### src/rtl/nn_pkg.sv
// Shared Q8.8 constants, FSM state type and saturating arithmetic for the
// neuron datapath.
package nn_pkg;

  localparam int FRAC_BITS = 8;
  localparam int DATA_W    = 16;

  localparam logic [DATA_W-1:0] SAT_MAX = 16'h7FFF;
  localparam logic [DATA_W-1:0] SAT_MIN = 16'h8000;

  typedef enum logic [0:0] {
    ST_EMPTY = 1'b0,
    ST_ACCUM = 1'b1
  } acc_state_t;

  typedef struct packed {
    logic              sat;
    logic [DATA_W-1:0] data;
  } result_t;

  // Adds two sign-extended operands and clamps the sum to a w-bit signed range.
  // Callers keep their operands inside w bits, so the 64-bit sum cannot wrap.
  function automatic logic signed [63:0] sat_add(input logic signed [63:0] a,
                                                 input logic signed [63:0] b,
                                                 input int              w);
    logic signed [63:0] sum;
    logic signed [63:0] hi;
    logic signed [63:0] lo;
    sum = a + b;
    hi  = (64'sd1 <<< (w - 1)) - 64'sd1;
    lo  = -(64'sd1 <<< (w - 1));
    if (sum > hi) begin
      return hi;
    end else if (sum < lo) begin
      return lo;
    end
    return sum;
  endfunction

endpackage

### src/rtl/neuron_acc_tag_delay.sv
// Tag delay line matching the multiplier latency. It also counts the
// valid-and-last tags it is holding, which feeds the output credit check.
module tag_delay #(
  parameter int LAT   = 5,
  parameter int CNT_W = $clog2(LAT + 1)
) (
  input  logic             clk,
  input  logic             reset,
  input  logic             in_valid,
  input  logic             in_last,
  output logic             out_valid,
  output logic             out_last,
  output logic             any_valid,
  output logic [CNT_W-1:0] last_count
);

  logic [LAT-1:0] valid_q;
  logic [LAT-1:0] last_q;

  // Shift tags one stage per edge; last is stored already qualified by valid.
  always_ff @(posedge clk or posedge reset) begin
    if (reset) begin
      valid_q <= '0;
      last_q  <= '0;
    end else begin
      valid_q[0] <= in_valid;
      last_q[0]  <= in_valid & in_last;
      for (int i = 1; i < LAT; i++) begin
        valid_q[i] <= valid_q[i-1];
        last_q[i]  <= last_q[i-1];
      end
    end
  end

  // Population count of last tags across all stages.
  always_comb begin
    last_count = '0;
    for (int i = 0; i < LAT; i++) begin
      last_count = last_count + CNT_W'(last_q[i]);
    end
  end

  assign out_valid = valid_q[LAT-1];
  assign out_last  = last_q[LAT-1];
  assign any_valid = |valid_q;

endmodule

### src/rtl/neuron_acc.sv
// Accumulate-and-activate stage behind the pipelined 8.8 multiplier: sums one
// vector of products, adds bias, clips to 8.8, optional ReLU, and queues the
// result in a credit-protected output FIFO.
//
// state    | meaning
// ST_EMPTY | accumulator is zero, no vector in progress
// ST_ACCUM | acc_q holds the partial sum of the current vector
module neuron_acc
  import nn_pkg::*;
#(
  parameter int MULT_LAT = 5,
  parameter int ACC_W    = 24,
  parameter int DEPTH    = 2
) (
  input  logic              clk,
  input  logic              reset,
  input  logic              op_valid,
  input  logic              op_last,
  output logic              op_ready,
  input  logic [DATA_W-1:0] prod,
  input  logic [DATA_W-1:0] bias,
  input  logic              relu_en,
  output logic              out_valid,
  input  logic              out_ready,
  output logic [DATA_W-1:0] out_data,
  output logic              out_sat,
  output logic              busy
);

  localparam int CNT_W  = $clog2(MULT_LAT + 1);
  localparam int PTR_W  = (DEPTH > 1) ? $clog2(DEPTH) : 1;
  localparam int FCNT_W = $clog2(DEPTH + 1);

  logic                    accept;
  logic                    tag_valid;
  logic                    tag_last;
  logic                    tag_any;
  logic [CNT_W-1:0]        lasts_in_flight;

  acc_state_t              state_q;
  acc_state_t              state_d;
  logic signed [ACC_W-1:0] acc_q;
  logic signed [ACC_W-1:0] acc_d;
  logic signed [ACC_W:0]   fin_sum;
  logic                    push;
  result_t                 push_res;

  result_t                 fifo_mem [DEPTH];
  logic [PTR_W-1:0]        wr_ptr;
  logic [PTR_W-1:0]        rd_ptr;
  logic [FCNT_W-1:0]       fifo_count;
  logic                    pop;

  assign accept = op_valid & op_ready;

  tag_delay #(
    .LAT   (MULT_LAT),
    .CNT_W (CNT_W)
  ) u_tag_delay (
    .clk        (clk),
    .reset      (reset),
    .in_valid   (accept),
    .in_last    (op_last),
    .out_valid  (tag_valid),
    .out_last   (tag_last),
    .any_valid  (tag_any),
    .last_count (lasts_in_flight)
  );

  // Every last already in the pipe owns a FIFO slot, so the multiplier never
  // needs to stall; only registered state feeds this.
  assign op_ready = (32'(fifo_count) + 32'(lasts_in_flight)) < 32'(DEPTH);

  // State and accumulator registers.
  always_ff @(posedge clk or posedge reset) begin
    if (reset) begin
      state_q <= ST_EMPTY;
      acc_q   <= '0;
    end else begin
      state_q <= state_d;
      acc_q   <= acc_d;
    end
  end

  // Next state: accumulate aligned products, finish the vector on last.
  always_comb begin
    state_d  = state_q;
    acc_d    = acc_q;
    push     = 1'b0;
    push_res = '0;
    fin_sum  = (ACC_W+1)'(acc_q) + (ACC_W+1)'(signed'(prod)) + (ACC_W+1)'(signed'(bias));
    if (tag_valid) begin
      if (tag_last) begin
        push = 1'b1;
        if (fin_sum > (ACC_W+1)'(signed'(SAT_MAX))) begin
          push_res.data = SAT_MAX;
          push_res.sat  = 1'b1;
        end else if (fin_sum < (ACC_W+1)'(signed'(SAT_MIN))) begin
          push_res.data = SAT_MIN;
          push_res.sat  = 1'b1;
        end else begin
          push_res.data = fin_sum[DATA_W-1:0];
        end
        // ReLU clears the value but the clip flag still reports the pre-ReLU clip.
        if (relu_en && push_res.data[DATA_W-1]) begin
          push_res.data = '0;
        end
        acc_d   = '0;
        state_d = ST_EMPTY;
      end else begin
        acc_d   = ACC_W'(sat_add(64'(acc_q), 64'(signed'(prod)), ACC_W));
        state_d = ST_ACCUM;
      end
    end
  end

  assign pop = out_valid & out_ready;

  // Output FIFO; simultaneous push and pop both take effect.
  always_ff @(posedge clk or posedge reset) begin
    if (reset) begin
      wr_ptr     <= '0;
      rd_ptr     <= '0;
      fifo_count <= '0;
      for (int i = 0; i < DEPTH; i++) begin
        fifo_mem[i] <= '0;
      end
    end else begin
      if (push) begin
        fifo_mem[wr_ptr] <= push_res;
        wr_ptr <= (wr_ptr == PTR_W'(DEPTH - 1)) ? '0 : wr_ptr + 1'b1;
      end
      if (pop) begin
        rd_ptr <= (rd_ptr == PTR_W'(DEPTH - 1)) ? '0 : rd_ptr + 1'b1;
      end
      if (push && !pop) begin
        fifo_count <= fifo_count + 1'b1;
      end else if (!push && pop) begin
        fifo_count <= fifo_count - 1'b1;
      end
    end
  end

  assign out_valid = (fifo_count != '0);
  assign out_data  = out_valid ? fifo_mem[rd_ptr].data : '0;
  assign out_sat   = out_valid ? fifo_mem[rd_ptr].sat  : 1'b0;
  assign busy      = tag_any | (state_q == ST_ACCUM);

endmodule

### config.mk
export PLATFORM = sky130hd
export DESIGN_NAME = neuron_acc
export DESIGN_NICKNAME = d
export VERILOG_FILES = /design/src/rtl/nn_pkg.sv /design/src/rtl/neuron_acc_tag_delay.sv /design/src/rtl/neuron_acc.sv
export SDC_FILE = /design/constraint.sdc
export NUM_CORES = 1
export LEC_CHECK = 0
export CAP_MARGIN = 20
export CORE_ASPECT_RATIO = 1.4
export CORE_MARGIN = 10
export CORE_UTILIZATION = 60
export CTS_CLUSTER_SIZE = 16
export DETAILED_ROUTE_END_ITERATION = 8
export MAX_ROUTING_LAYER = met4
export PLACE_DENSITY = 0.89
export SYNTH_ARGS = -nofsm -noshare
export SYNTH_HDL_FRONTEND = slang
export SYNTH_SLANG_ARGS = --single-unit
### constraint.sdc
create_clock -name clk -period 4.04 [get_ports clk]
set_clock_uncertainty 0.1 [all_clocks]
set_input_delay 0.404 -clock clk [delete_from_list [all_inputs] [get_ports clk]]
set_output_delay 0.404 -clock clk [all_outputs]
set_load 0.02 [all_outputs]
; After elaboration in Yosys (flattened, before gate mapping)
; Cells that the tools add are included.
[op_classes]
muxes = 31
addsub = 12
order_cmp = 8
n_bitwise = 6
n_reduce_logical = 9
[ops]
columns = operator, count
row1 = 2-to-1 mux 17 bit, 9
row2 = 2-to-1 mux 24 bit, 4
row3 = adder 24 x 16 -> 25 bit, 2
row4 = 2-to-1 mux 16 bit, 3
row5 = bitwise mux 34 bit, 1
row6 = adder 25 x 16 -> 25 bit, 1
row7 = "greater-than comparator 25 x 16 -> 1 bit, second input constant", 1
row8 = "greater-than comparator 25 x 24 -> 1 bit, second input constant", 1
row9 = "< comparator 25 x 16 -> 1 bit, second input constant", 1
row10 = "< comparator 25 x 24 -> 1 bit, second input constant", 1
row11 = demux 17 bit (select 1 bit), 1
row12 = 2-to-1 mux 1 bit, 11
row13 = adder 3 x 1 -> 3 bit, 3
row14 = OR reduction 5 bit, 1
row15 = adder 2 x 3 -> 4 bit, 1
row16 = "greater-or-equal comparator 2 bit, second input constant", 2
row17 = logical AND 1 bit, 4
row18 = "< comparator 4 x 2 -> 1 bit, second input constant", 1
row19 = 2-to-1 mux 2 bit, 2
row20 = inverter 1 -> 2 bit, 2
row21 = nonzero test 2 bit, 2
row22 = bitwise AND 1 bit, 3
row23 = "adder 1 bit, second input constant", 2
row24 = adder 1 x 1 -> 2 bit, 1
row25 = other kinds (5), 6
[totals]
input_bits = 38
output_inout_bits = 20
wordCells = 77
register_bits = 73

; Depth between registers and ports, before layout
[logic_depth]
ltp_word = 12
ltp_mapped = 15

; Cells and area by module
; A second synthesis with hierarchy kept.
[hier_totals]
cells_unflattened = 751
area_unflattened_um2 = 6767.7
[modules_own_cells]
columns = mod, instances, area_per_inst_um2, cells_each
row1 = neuron_acc, 1, 6411.1, 727
row2 = tag_delay, 1, 356.6, 24

; Worst setup path before layout
; OpenSTA, ideal clock, no wires.
[synth_timing]
kind = input-to-reg
from = input port prod[1]
to = register fifo_mem[21] (netlist bit)
slack_ns = 0.321
stages = 15
arrival_time_ns = 3.518
path_buffers = 1
setup_time_ns = 0.101
cell_sequence = inv_1 > fa_1 > inv_1 > ha_1 > inv_1 > fa_1 > nand2b_1 > a21o_1 > a311o_1 > a211oi_4 > nor4b_1 > or3_4 > nor4b_4 > buf_6 > o32ai_1
[synth_via]
elab_chain_len = 12
word_cells_on_any_way = 13
classes_between = 2 x add/sub / 2 x order compare / 8 x mux / 1 x reduce/logical
[synth_rtl]
columns = element, line
row1 = "start, declared", neuron_acc.sv:20  ; input logic [DATA_W-1:0] prod,
row2 = adder 24 x 16 -> 25 bit (*), neuron_acc.sv:91  ; fin_sum = (ACC_W+1)'(acc_q) + (ACC_W+1)'(signed'(prod)) + (ACC_W+1)'(signed'(bias));
row3 = adder 25 x 16 -> 25 bit (*), neuron_acc.sv:91
row4 = < comparator 25 x 16 -> 1 bit, neuron_acc.sv:98  ; end else if (fin_sum < (ACC_W+1)'(signed'(SAT_MIN))) begin
row5 = 2-to-1 mux 16 bit, neuron_acc.sv:98
row6 = 2-to-1 mux 17 bit (*), neuron_acc.sv:95  ; if (fin_sum > (ACC_W+1)'(signed'(SAT_MAX))) begin
row7 = 2-to-1 mux 17 bit (*), neuron_acc.sv:93  ; if (tag_last) begin
row8 = 2-to-1 mux 17 bit (*), neuron_acc.sv:92  ; if (tag_valid) begin
row9 = logical AND 1 bit, neuron_acc.sv:105  ; if (relu_en && push_res.data[DATA_W-1]) begin
row10 = 2-to-1 mux 16 bit (*), neuron_acc.sv:105
row11 = 2-to-1 mux 17 bit (*), neuron_acc.sv:93
row12 = 2-to-1 mux 17 bit (*), neuron_acc.sv:92
row13 = bitwise mux 34 bit (*), neuron_acc.sv:130  ; fifo_mem[wr_ptr] <= push_res;
row14 = "end signal, assigned by index", neuron_acc.sv:130
row15 = "end, declared", neuron_acc.sv:48  ; result_t fifo_mem [DEPTH];
; Mark *: on every way between the ends. The rest lies on a longest branch, timed or not. The select of a mux whose other input is x is not followed.
; A chain may end at the register's enable or synchronous reset.

; Final worst setup path
[layout_timing]
from = register acc_q[1]
to = register fifo_mem[14] (netlist bit)
[layout_via]
elab_chain_len = 12
word_cells_on_any_way = 13
classes_between = 2 x add/sub / 2 x order compare / 8 x mux / 1 x reduce/logical
[layout_rtl]
columns = element, line
row1 = "start, declared", neuron_acc.sv:42  ; logic signed [ACC_W-1:0] acc_q;
row2 = "start signal, assigned", neuron_acc.sv:78  ; acc_q <= '0;
row3 = "start signal, assigned", neuron_acc.sv:81  ; acc_q <= acc_d;
row4 = adder 24 x 16 -> 25 bit (*), neuron_acc.sv:91
row5 = adder 25 x 16 -> 25 bit (*), neuron_acc.sv:91
row6 = < comparator 25 x 16 -> 1 bit, neuron_acc.sv:98
row7 = 2-to-1 mux 16 bit, neuron_acc.sv:98
row8 = 2-to-1 mux 17 bit (*), neuron_acc.sv:95
row9 = 2-to-1 mux 17 bit (*), neuron_acc.sv:93
row10 = 2-to-1 mux 17 bit (*), neuron_acc.sv:92
row11 = logical AND 1 bit, neuron_acc.sv:105
row12 = 2-to-1 mux 16 bit (*), neuron_acc.sv:105
row13 = 2-to-1 mux 17 bit (*), neuron_acc.sv:93
row14 = 2-to-1 mux 17 bit (*), neuron_acc.sv:92
row15 = bitwise mux 34 bit (*), neuron_acc.sv:130
; Marked as above.

==> flow_summary.html <==
<table>
<tr><th>Metric</th><th>Value</th></tr>
<tr><th colspan="2">Timing</th></tr>
<tr><td>Worst-case headroom to the max-slew limit</td><td>35.2%</td></tr>
<tr><td>Transition at the pin with the smallest max-transition slack</td><td>971 ps</td></tr>
<tr><td>Minimum period implied by the final worst setup slack</td><td>4050 ps</td></tr>
<tr><td>Fmax</td><td>0.247 GHz</td></tr>
<tr><td>Total count of max-transition violations in the final report</td><td>0</td></tr>
<tr><td>Worst hold margin</td><td>164 ps</td></tr>
<tr><td>Number of setup violations in the final report</td><td>1</td></tr>
<tr><td>Setup slack after layout</td><td>-7.84 ps</td></tr>
<tr><td>Endpoints failing hold</td><td>0</td></tr>
<tr><td>Final period util</td><td>100%</td></tr>
<tr><th colspan="2">Synthesis</th></tr>
<tr><td>Number of distinct library cell variants in the gate-level netlist after synthesis</td><td>69</td></tr>
<tr><td>Cells taking the most area after synthesis</td><td>dfrtp_1 28%, ha_1 9.7%, fa_1 8.8%</td></tr>
<tr><td>Portion of the post-synthesis area used by sequential elements</td><td>27.7%</td></tr>
<tr><td>Flops &amp; latches, synth</td><td>73</td></tr>
<tr><td>Mean area per synthesized cell</td><td>8.96 um2</td></tr>
<tr><td>Most frequently used flop master after synthesis</td><td>dfrtp_1</td></tr>
<tr><td>Net count after synthesis</td><td>855</td></tr>
<tr><td>Post-synthesis cell type with the largest combined area</td><td>dfrtp_1</td></tr>
<tr><td>Top cell type's share of synthesized area</td><td>27.7%</td></tr>
<tr><td>Area of the mapped netlist</td><td>0.00660 mm2</td></tr>
<tr><td>Top-count cell post-synth</td><td>nand2_1</td></tr>
<tr><td>Number of synthesized flops with an enable pin</td><td>0</td></tr>
<tr><td>Yosys warning count</td><td>0</td></tr>
<tr><td>Gate Count Post-Synth</td><td>737</td></tr>
<tr><td>Share of flip-flops with an asynchronous set or reset after synthesis</td><td>100%</td></tr>
<tr><td>Top cells by count, synth</td><td>80 x nand2_1, 78 x nor2_1, 73 x dfrtp_1</td></tr>
<tr><th colspan="2">Job</th></tr>
<tr><td>Count of maximum capacitance violations</td><td>0</td></tr>
<tr><th colspan="2">Die</th></tr>
<tr><td>Core box area</td><td>0.0108 mm2</td></tr>
<tr><td>Die X</td><td>109 um</td></tr>
<tr><td>Starting density of the core</td><td>61.1%</td></tr>
<tr><td>Cell Rows</td><td>45</td></tr>
<tr><td>Height of the chip</td><td>144 um</td></tr>
<tr><td>Area of the die</td><td>0.0157 mm2</td></tr>
<tr><td>Boundary Pins</td><td>58</td></tr>
<tr><th colspan="2">Setup path</th></tr>
<tr><td>Critical path start-end classification</td><td>reg2reg</td></tr>
<tr><td>Sort of element at the end of the critical path</td><td>flip-flop</td></tr>
<tr><td>Critical Path Slowest Stage Cell</td><td>dfrtp_1</td></tr>
<tr><td>Largest fanout on the critical path</td><td>7</td></tr>
<tr><td>Most frequent cell on the critical path</td><td>inv_1</td></tr>
<tr><td>Crit path required time</td><td>4150 ps</td></tr>
<tr><td>Delay of the slowest cell on the worst path</td><td>410 ps</td></tr>
<tr><td>Launching element type of the critical path</td><td>flip-flop</td></tr>
<tr><td>Crit path cell chain</td><td>inv_2 -&gt; fa_1 -&gt; inv_1 -&gt; ha_2 -&gt; inv_1 -&gt; fa_2 -&gt; nand2b_4 -&gt; a21o_1 -&gt; a311o_1 -&gt; a211oi_4 -&gt; nor4b_2 -&gt; or3_4 -&gt; nor4b_4 -&gt; clkbuf_16 -&gt; o32ai_1</td></tr>
<tr><td>Endpoint arrival time on the critical path</td><td>4160 ps</td></tr>
<tr><th colspan="2">Hold path</th></tr>
<tr><td>Type of the worst min-delay path</td><td>in2async</td></tr>
<tr><th colspan="2">CTS</th></tr>
<tr><td>Sink Count</td><td>73</td></tr>
<tr><td>Buffers from clock root to sink, at most</td><td>2</td></tr>
<tr><td>H-tree level count</td><td>3</td></tr>
<tr><td>CTS buffer count</td><td>9</td></tr>
<tr><td>Clock Root Buffer</td><td>clkbuf_16</td></tr>
<tr><td>Clock latency on the worst-skew pair</td><td>340 ps</td></tr>
<tr><td>Clock Pin Slew Worst Setup and Hold Paths</td><td>60 ps</td></tr>
<tr><td>CTS tree</td><td>done</td></tr>
<tr><th colspan="2">GRT</th></tr>
<tr><td>Global-route usage over all layers</td><td>25.4%</td></tr>
<tr><td>Largest net degree at the start of global routing</td><td>37</td></tr>
<tr><td>Number of antenna violations at the first check in global routing</td><td>0</td></tr>
<tr><td>Global-route wire length before repair</td><td>31500 um</td></tr>
<tr><td>Number of global-route vias before repair</td><td>6600</td></tr>
<tr><td>Total overflow reported by the global router</td><td>0</td></tr>
<tr><th colspan="2">Placement</th></tr>
<tr><td>GPL Wtd Cong</td><td>0.972</td></tr>
<tr><td>I/O Buffers</td><td>57</td></tr>
<tr><td>Detailed placement HPWL</td><td>14700 um</td></tr>
<tr><td>Total placed instance area</td><td>0.00785 mm2</td></tr>
<tr><th colspan="2">Route</th></tr>
<tr><td>Total routed wirelength</td><td>20500 um</td></tr>
<tr><td>Post-route DRC</td><td>0</td></tr>
<tr><td>Number of search-and-repair iterations in the first detailed-routing pass</td><td>7</td></tr>
<tr><td>Antenna viol nets, final</td><td>0</td></tr>
<tr><td>Total number of vias</td><td>6547</td></tr>
<tr><td>DRT iter0 DRCs</td><td>488</td></tr>
<tr><td>Vias per std cell</td><td>6.43</td></tr>
<tr><td>Routed WL per cell</td><td>20.1 um</td></tr>
<tr><th colspan="2">Run status</th></tr>
<tr><td>Run status</td><td>finished with violations</td></tr>
<tr><td>Violated checks</td><td>setup timing</td></tr>
<tr><th colspan="2">Finish</th></tr>
<tr><td>Number of nets in the layout</td><td>990</td></tr>
<tr><td>Final non-filler cell area</td><td>0.00851 mm2</td></tr>
<tr><td>P&amp;R area growth vs syn</td><td>29.0%</td></tr>
<tr><td>Number of inserted diodes</td><td>0</td></tr>
<tr><td>Share of post-route cells with drive strength above 1</td><td>19.5%</td></tr>
</table>
-- worst paths after layout --
check / from / to / slack [ps] / cells past startpoint
max: acc_q[1] / fifo_mem[14] / -8 / 15
min: reset / fifo_count[0] / 160 / 2
min reg2reg: u_tag_delay.last_q[2] / u_tag_delay.last_q[3] / 280 / 0
min in group clk: u_tag_delay.last_q[2] / u_tag_delay.last_q[3] / 280 / 0
max in group asynchronous: reset / fifo_mem[29] / 3030 / 3
max reg2reg: acc_q[1] / fifo_mem[14] / -8 / 15
-- worst max-delay path: cells and delay by family (launching register included) --
family | cells | cell delay, ps
compound gates | 4 | 1220
fa+ha+maj | 3 | 970
simple gates | 4 | 810
buf+inv | 4 | 410
flops | 1 | 410
-- sequential cells by signal (all words and copies together), names as in the netlist --
signal / cells
fifo_mem: 34
state_q: 1
u_tag_delay.last_q: 5
acc_q: 24
fifo_count: 2
rd_ptr: 1
u_tag_delay.valid_q: 5
wr_ptr: 1
-- through the flow --
stage	utilization [%]	cells	worst slack, ps	setup TNS (ps)
6_report	78.7	1018	-7.84	-7.84
5_1_grt	78.7	1018	-119	-1470
4_1_cts	76.2	1005	7.79	0
3_5_place_dp	72.6	987	-477	-13610
3_3_place_gp	72.6	987	-298	-8550
2_1_floorplan	-	737	321	0
-- area by class of cell --
class | instances | area, um2
inverters | 34 | 128
flip-flops and latches | 73 | 1830
clock inverters | 5 | 55.1
repair buffers | 155 | 1380
multi-input cells | 599 | 4700
well taps | 141 | 176
clock buffers | 11 | 243
fillers | 727 | 2300
-- logic make-up after synthesis --
kind of cell | synth area share [%]
AOI/OAI and AO/OA | 24.5
muxes | 2.81
adders and majority gates | 18.5
xor gates and xnor gates | 5.31
and+or+nand+nor | 17.0
buffers and inverters | 4.25
DFF | 27.7
-- layer usage --
metal  global-route usage [%]  share of wire, %
met3                     2.32               5.2
met1                     27.2                37
met5                        -                 0
met2                     45.3                52
met4                     13.4               5.2
-- cell usage in the layout, fill, tap and decap left out, drive strengths merged, types with 4 or more instances in the layout --
master,n
a211oi,12
a21o,17
a21oi,49
a221o,19
a31oi,6
and3,6
buf,97
clkbuf,13
clkdlybuf4s50,52
dfrtp,73
dlymetal6s2s,4
fa,29
ha,51
inv,34
mux2i,17
nand2,80
nand2b,6
nand3,14
nand4,9
nor2,78
nor2b,5
nor3,7
nor3b,4
nor4,6
nor4b,4
o211ai,10
o21a,6
o21ai,40
o21bai,4
o22ai,8
o31ai,4
o32ai,22
or3,5
xnor2,23
xor2,17
-- repair_timing --
action | 4_1_cts | 5_1_grt
endpoints found under the setup margin | 33 | 33
hold buffers | 0 | 0
buffers inserted | 4 | 12
pin swaps | 7 | 19
gates cloned | 0 | 2
resized for setup | 12 | 45
Power is left out: the tool's default activity adds up to more than one toggle a clock period on the data nets, which glitch-free logic cannot reach.
